<file path="src/rtl/sva_sample_tracker.sv">
// Hardware equivalent of the SVA sampled-value functions ($stable, $changed, $rose, $fell, $past).
// Optional 16-bit change counter is built when SVA_SAMPLE_CHGCNT_EN is defined.
module sva_sample_tracker #(
  parameter int unsigned       WIDTH    = 8,
  parameter int unsigned       DEPTH    = 4,
  parameter logic [WIDTH-1:0]  INIT_VAL = '0
) (
  input  logic                       clk,
  input  logic                       rst_n,
  input  logic                       en,
  input  logic                       clr,
  input  logic [WIDTH-1:0]           data,
  input  logic [$clog2(DEPTH+1)-1:0] past_sel,
  output logic                       stable_o,
  output logic                       changed_o,
  output logic [WIDTH-1:0]           rose_o,
  output logic [WIDTH-1:0]           fell_o,
  output logic [WIDTH-1:0]           past_o,
`ifdef SVA_SAMPLE_CHGCNT_EN
  output logic [15:0]                change_cnt,
`endif
  output logic                       past_valid_o
);

  localparam int unsigned SW = $clog2(DEPTH+1);

  logic [WIDTH-1:0] r_hist [DEPTH];
  logic [SW-1:0]    r_fill;
  logic             r_stable;
  logic             r_changed;
  logic [WIDTH-1:0] r_rose;
  logic [WIDTH-1:0] r_fell;
  logic [WIDTH-1:0] r_past;
  logic             r_past_valid;

  logic             w_accept;
  logic [SW-1:0]    w_n;
  logic [WIDTH-1:0] w_past;
  logic             w_past_valid;
  logic             w_same;

  assign w_accept = en & ~clr;
  assign w_same   = (data == r_hist[0]);

  // Requested depth: zero means one sample back, anything beyond DEPTH is clamped.
  always_comb begin
    w_n = past_sel;
    if (past_sel == '0) begin
      w_n = SW'(1);
    end else if (past_sel > SW'(DEPTH)) begin
      w_n = SW'(DEPTH);
    end
  end

  always_comb begin
    w_past = INIT_VAL;
    for (int unsigned k = 0; k < DEPTH; k++) begin
      if (w_n == SW'(k + 1)) begin
        w_past = r_hist[k];
      end
    end
  end

  assign w_past_valid = (r_fill >= w_n);

  always_ff @(posedge clk or negedge rst_n) begin
    if (!rst_n) begin
      for (int unsigned k = 0; k < DEPTH; k++) begin
        r_hist[k] <= INIT_VAL;
      end
      r_fill <= '0;
    end else if (clr) begin
      for (int unsigned k = 0; k < DEPTH; k++) begin
        r_hist[k] <= INIT_VAL;
      end
      r_fill <= '0;
    end else if (en) begin
      r_hist[0] <= data;
      for (int unsigned k = 1; k < DEPTH; k++) begin
        r_hist[k] <= r_hist[k-1];
      end
      if (r_fill != SW'(DEPTH)) begin
        r_fill <= r_fill + SW'(1);
      end
    end
  end

  always_ff @(posedge clk or negedge rst_n) begin
    if (!rst_n) begin
      r_stable     <= 1'b0;
      r_changed    <= 1'b0;
      r_rose       <= '0;
      r_fell       <= '0;
      r_past       <= INIT_VAL;
      r_past_valid <= 1'b0;
    end else if (clr) begin
      r_stable     <= 1'b0;
      r_changed    <= 1'b0;
      r_rose       <= '0;
      r_fell       <= '0;
      r_past       <= INIT_VAL;
      r_past_valid <= 1'b0;
    end else if (w_accept) begin
      r_stable     <= w_same;
      r_changed    <= ~w_same;
      r_rose       <= data & ~r_hist[0];
      r_fell       <= ~data & r_hist[0];
      r_past       <= w_past;
      r_past_valid <= w_past_valid;
    end
  end

`ifdef SVA_SAMPLE_CHGCNT_EN
  logic [15:0] r_change_cnt;

  always_ff @(posedge clk or negedge rst_n) begin
    if (!rst_n) begin
      r_change_cnt <= '0;
    end else if (clr) begin
      r_change_cnt <= '0;
    end else if (w_accept && !w_same && (r_change_cnt != '1)) begin
      r_change_cnt <= r_change_cnt + 16'd1;
    end
  end

  assign change_cnt = r_change_cnt;
`endif

  assign stable_o     = r_stable;
  assign changed_o    = r_changed;
  assign rose_o       = r_rose;
  assign fell_o       = r_fell;
  assign past_o       = r_past;
  assign past_valid_o = r_past_valid;

endmodule

</file>
<file path="config.mk">
export PLATFORM = sky130hd
export DESIGN_NAME = sva_sample_tracker
export DESIGN_NICKNAME = d
export VERILOG_FILES = /design/src/rtl/sva_sample_tracker.sv
export SDC_FILE = /design/constraint.sdc
export NUM_CORES = 1
export LEC_CHECK = 0
export BUFFER_PORTS_ARGS = -buffer_cell sky130_fd_sc_hd__buf_4
export CAP_MARGIN = 20
export CORE_MARGIN = 4
export CORE_UTILIZATION = 46
export CTS_CLUSTER_DIAMETER = 40
export DETAILED_ROUTE_END_ITERATION = 8
export GPL_TIMING_DRIVEN = 0
export PLACE_DENSITY = 0.77
export SLEW_MARGIN = 30
export SYNTH_ARGS = -nofsm -noshare
export SYNTH_HDL_FRONTEND = slang
export SYNTH_SLANG_ARGS = --single-unit
</file>
<file path="constraint.sdc">
create_clock -name clk -period 1.3 [get_ports clk]
set_clock_uncertainty 0.2 [all_clocks]
set_input_delay 0.13 -clock clk [delete_from_list [all_inputs] [get_ports clk]]
set_output_delay 0.13 -clock clk [all_outputs]
set_load 0.03 [all_outputs]
</file>
Yosys cells after proc, flatten, opt, wreduce, memory -nomap -nowiden --
Cells that the tools add are included.
Word-level totals: flip-flop bits (word level) 62, latch bits 0, input bits 15, memories 0, logic and storage cells 55, memory bits (read-only) 0, bits in writable memories 0
Operators by class: bitwise operators 7, add/subtract/negate cells 1, $mul 0, reductions and logical operators 5, divide/modulo/power cells 0, order comparisons 2, equal/unequal tests 6, mux-type cells 23, shifts and indexed selects 0
Operators by type and width (number):
- 8-bit 2-to-1 mux | 10
- 32-bit 2-to-1 mux | 2
- 8-bit AND | 2
- 8-bit inverter | 2
- 3-bit 2-to-1 mux | 5
- 8-bit equality test | 1
- 3-bit by 2-bit equality test with 1-bit output, second input constant | 2
- 1-bit 2-to-1 mux | 6
- 2-bit nonzero test | 3
- 3-bit by 1-bit adder with 3-bit output, second input constant | 1
- 3-bit by 1-bit equality test with 1-bit output, second input constant | 1
- 3-bit equality test, second input constant | 1
- 3-bit >= comparator | 1
- 3-bit greater-than comparator, second input constant | 1
- 3-bit logical NOT | 1
- 3-bit inequality test, second input constant | 1
- 1-bit inverter | 2
- 2-bit AND reduction | 1
- 1-bit AND | 1

Longest topological paths before layout --
depth after elaboration 10, gate-level depth with buffers 7, gate-level depth less buffers 6

Worst setup path after synthesis --
No wires, ideal clock.
path type input to register, from input past_sel[2], to register r_past_valid, in the netlist past_valid_o, cell stages on the path 6, data arrival time 1.173 ns, setup slack -0.172 ns, path through clkbuf_1 inv_1 ha_1 o21ai_0 a21o_1 a311oi_1
Between the ends: longest elaborated chain between the ends 6, elaborated cells on any way between the ends 7, classes of those cells order compare: 2; mux: 4; reduce/logical: 1
RTL lines:
- start, declared | RTL line 13 | input logic [$clog2(DEPTH+1)-1:0] past_sel,
- 3-bit greater-than comparator | RTL line 50 | end else if (past_sel > SW'(DEPTH)) begin
- 3-bit 2-to-1 mux | RTL line 50
- 3-bit 2-to-1 mux * | RTL line 48 | if (past_sel == '0) begin
- 3-bit >= comparator * | RTL line 64 | assign w_past_valid = (r_fill >= w_n);
- 1-bit 2-to-1 mux * | RTL line 103 | end else if (w_accept) begin
- 1-bit 2-to-1 mux * | RTL line 96 | end else if (clr) begin
- end signal, assigned | RTL line 109 | r_past_valid <= w_past_valid;
- end, declared | RTL line 34 | logic r_past_valid;
Every way passes the cells marked *; elsewhere a longest branch is shown, timed or not. The select of a mux whose other input is x is not followed. A chain may end at the register's enable or synchronous reset.

Worst setup path in the final report --
from register r_fill[0], to register r_past_valid, in the netlist past_valid_o
Between the ends: longest elaborated chain between the ends 3
RTL lines:
- start, declared | RTL line 28 | logic [SW-1:0] r_fill;
- start signal, assigned | RTL line 83 | r_fill <= r_fill + SW'(1);
- 3-bit >= comparator | RTL line 64
- 1-bit 2-to-1 mux | RTL line 103
- 1-bit 2-to-1 mux | RTL line 96
No other way between the ends. The select of a mux whose other input is x is not followed.

==> reports/results.ini <==
[sta]
drv_slew=0
fin_ws_ps=-152
tightestPinTransition_ps=691
fmax_mhz=689
post-route-min-period_ps=1450
hold_viol=0
grt_setup_unrepaired=yes
maxSlewHeadroom=0.540
period_share=1.12
finalSetupTns_ps=-574
setup-violations-final=8

[clock_network]
htree_levels=3
clk_pin_slew_ps=70
clk_latency_ps=340
cts_buffer_depth=2
clock-sinks=62
cts_root_buf=clkbuf_8
cts_tree=yes
cts_made_buffers=9

[global_routing]
antenna_found_initial=0
grt_max_degree=63
grt_pass1_vias=2392
track_usage=0.193
grt_pass1_wl_um=12400
grt-ovfl-total=0

[placement]
place_congestion=0.753
placedCellCount=398
hpwlAfterDp_um=4580
placed_area_mm2=0.00352
port_buffers=37

[route]
wl_met3_um=390
wl_met1_um=3510
dr_wl_met2_um=4050
dr.pass1.iters=6
drt_iter0_drc=138
wl_per_cell_um=17.8
via_per_inst=5.33
drc=0
routed.top_layer=met4
wirelength_um=8040
vias=2409
ant_nets=0

[finish]
nets=406
fin_area_mm2=0.00424
drive_above_1_share=0.328
area.sequential_mm2=0.00155
nFillCells=468
syn_to_final_growth_pct=34.8
multi_input_area_mm2=0.00156
final_cell_mix=buf_4, dfrtp_1, nor2_1
diodes=0
fin_cells=452

[run_status]
violations=setup timing
status=finished with violations

[critical_path]
worst_ep_required_time_ps=1340
critPathKind=reg2reg
critPathArrivalTime_ps=1500
startpoint_type=register
rr_endpoint=past_valid_o
worstSetupEndpointType=register
reg2reg_slack_ps=-150
r2r-start=r_fill[0]
r2r_cells=5
crit_fanout=2

[power]
power_mw=4.58
p_leak_nw=2.17
power.share.sequential=0.450
powerDensity_mw_per_mm2=1080
switching_share=0.271
p_clk_frac=0.377
switching_power_mw=1.24
peakVddDrop_v=0.000667
p_int_mw=3.34
pwr-share-comb=0.174

[yosys]
synth-seq-area-share=0.493
post_synth_num_cell_types=27
syn_avg_cell_area_um2=11.1
synth_top_area_frac=0.493
synthCells=284
syn-num-nets=320
ys_top_cells_by_area=dfrtp_1, mux2i_1, ha_1, nor2_1, mux2_2
yosysWarnings=0
synth_seq_cells=62
syn_area_mm2=0.00315
synth_area_leader_cell=dfrtp_1

[hold_path]
hold_depth=4
min_to=rose_o[1]
min_from=data[1]
hold_class=in2reg

[die]
die_w_um=90.7
die_h_um=90.7
row_count=29
dieArea_mm2=0.00822
initial_core_util=0.484
core_area_mm2=0.00649
io-pin-count=42

[job]
cap_viol_max_count=0

## critical path, cell delays in order (launching register included)
cell      delay, ps
dfrtp_1         360
inv_1            80
ha_1            280
nor2_1           50
a21o_1          140
a311oi_1        250
## logic make-up after synthesis
logic type / Yosys count / share of synthesized area
fa+ha+maj: 21 / 0.0835
buf+inv: 40 / 0.0625
compound gates: 23 / 0.0485
flops: 62 / 0.493
simple gates: 72 / 0.0994
xor+xnor: 1 / 0.00278
mux: 65 / 0.210
## how the worst max path moves through the flow
stage | startpoint | to | slack, ps | cells after the start
after floorplan | r_fill[0] | past_valid_o | -70 | 5
after global placement | past_sel[2] | past_valid_o | -310 | 8
after detailed placement | past_sel[2] | past_valid_o | -330 | 8
after CTS | r_fill[2] | past_valid_o | -160 | 4
after global routing | r_fill[0] | past_valid_o | -220 | 5
final | r_fill[0] | past_valid_o | -150 | 5
## metrics by stage
step | hold slack, ps | util | worst slack (ps)
after floorplan | -366 | - | -69.7
after global placement | 63.9 | 0.542 | -313
after detailed placement | 60.5 | 0.542 | -329
after CTS | 11.5 | 0.618 | -163
after global routing | 45.7 | 0.653 | -221
final | 26.5 | 0.653 | -152
## cell usage after synthesis
cell type  count
ha_1          21
mux2i_1       57
buf_2          1
clkbuf_1       7
nor3_1         3
a21oi_1        2
o22ai_1        1
buf_4          8
a211oi_1       8
nand2_1        4
buf_1          1
o41ai_1        1
buf_6          2
xnor2_1        1
a311oi_1       1
a21boi_2       1
mux2_2         8
nand3b_1       7
nor2b_1        1
nand4_1        1
and4b_1        1
o21ai_0        8
inv_1         21
nor2_1        54
nand3_1        1
a21o_1         1
dfrtp_1       62
## layout make-up
type,instances,area share
Clock buffer,12,0.0366
Sequential cell,62,0.366
Tap cell,77,0.0227
Timing Repair Buffer,75,0.148
Clock inverter,4,0.0106
Inverter,21,0.0192
Multi-Input combinational cell,182,0.369
Buffer,19,0.0280
## flip-flops by register name, indices dropped and copies added, names as in the netlist
name and flops:
fell_o 8, r_fill 3, past_valid_o 1, rose_o 8, changed_o 1, r_hist 32
past_o 8, stable_o 1
## metal layers
layer  global-route usage  vias up
li1                     -     1121
met2                0.317       60
met4               0.0510        0
met3               0.0533       12
met1                0.251     1216
met5                    0        -
## power by group through the flow
| stage | logic, mW | clock network, mW | registers (mW) |
|---|---|---|---|
| after detailed placement | 0.618 | 0 | 2.10 |
| final | 0.795 | 1.72 | 2.06 |
| after floorplan | 0.318 | 0 | 2.16 |
| after global placement | 0.606 | 0 | 2.10 |
| after CTS | 0.727 | 1.73 | 2.05 |
| after global routing | 0.858 | 1.84 | 2.07 |
## what timing repair did
item                                    in CTS  in global routing
gates resized for setup                     11                 30
hold buffers                                14                  0
endpoints found under the setup margin       7                 21
hold endpoints to repair                    76                  0
pin swaps                                    2                  8
setup buffers                               11                 14
Power figures use the tool's default switching activity.
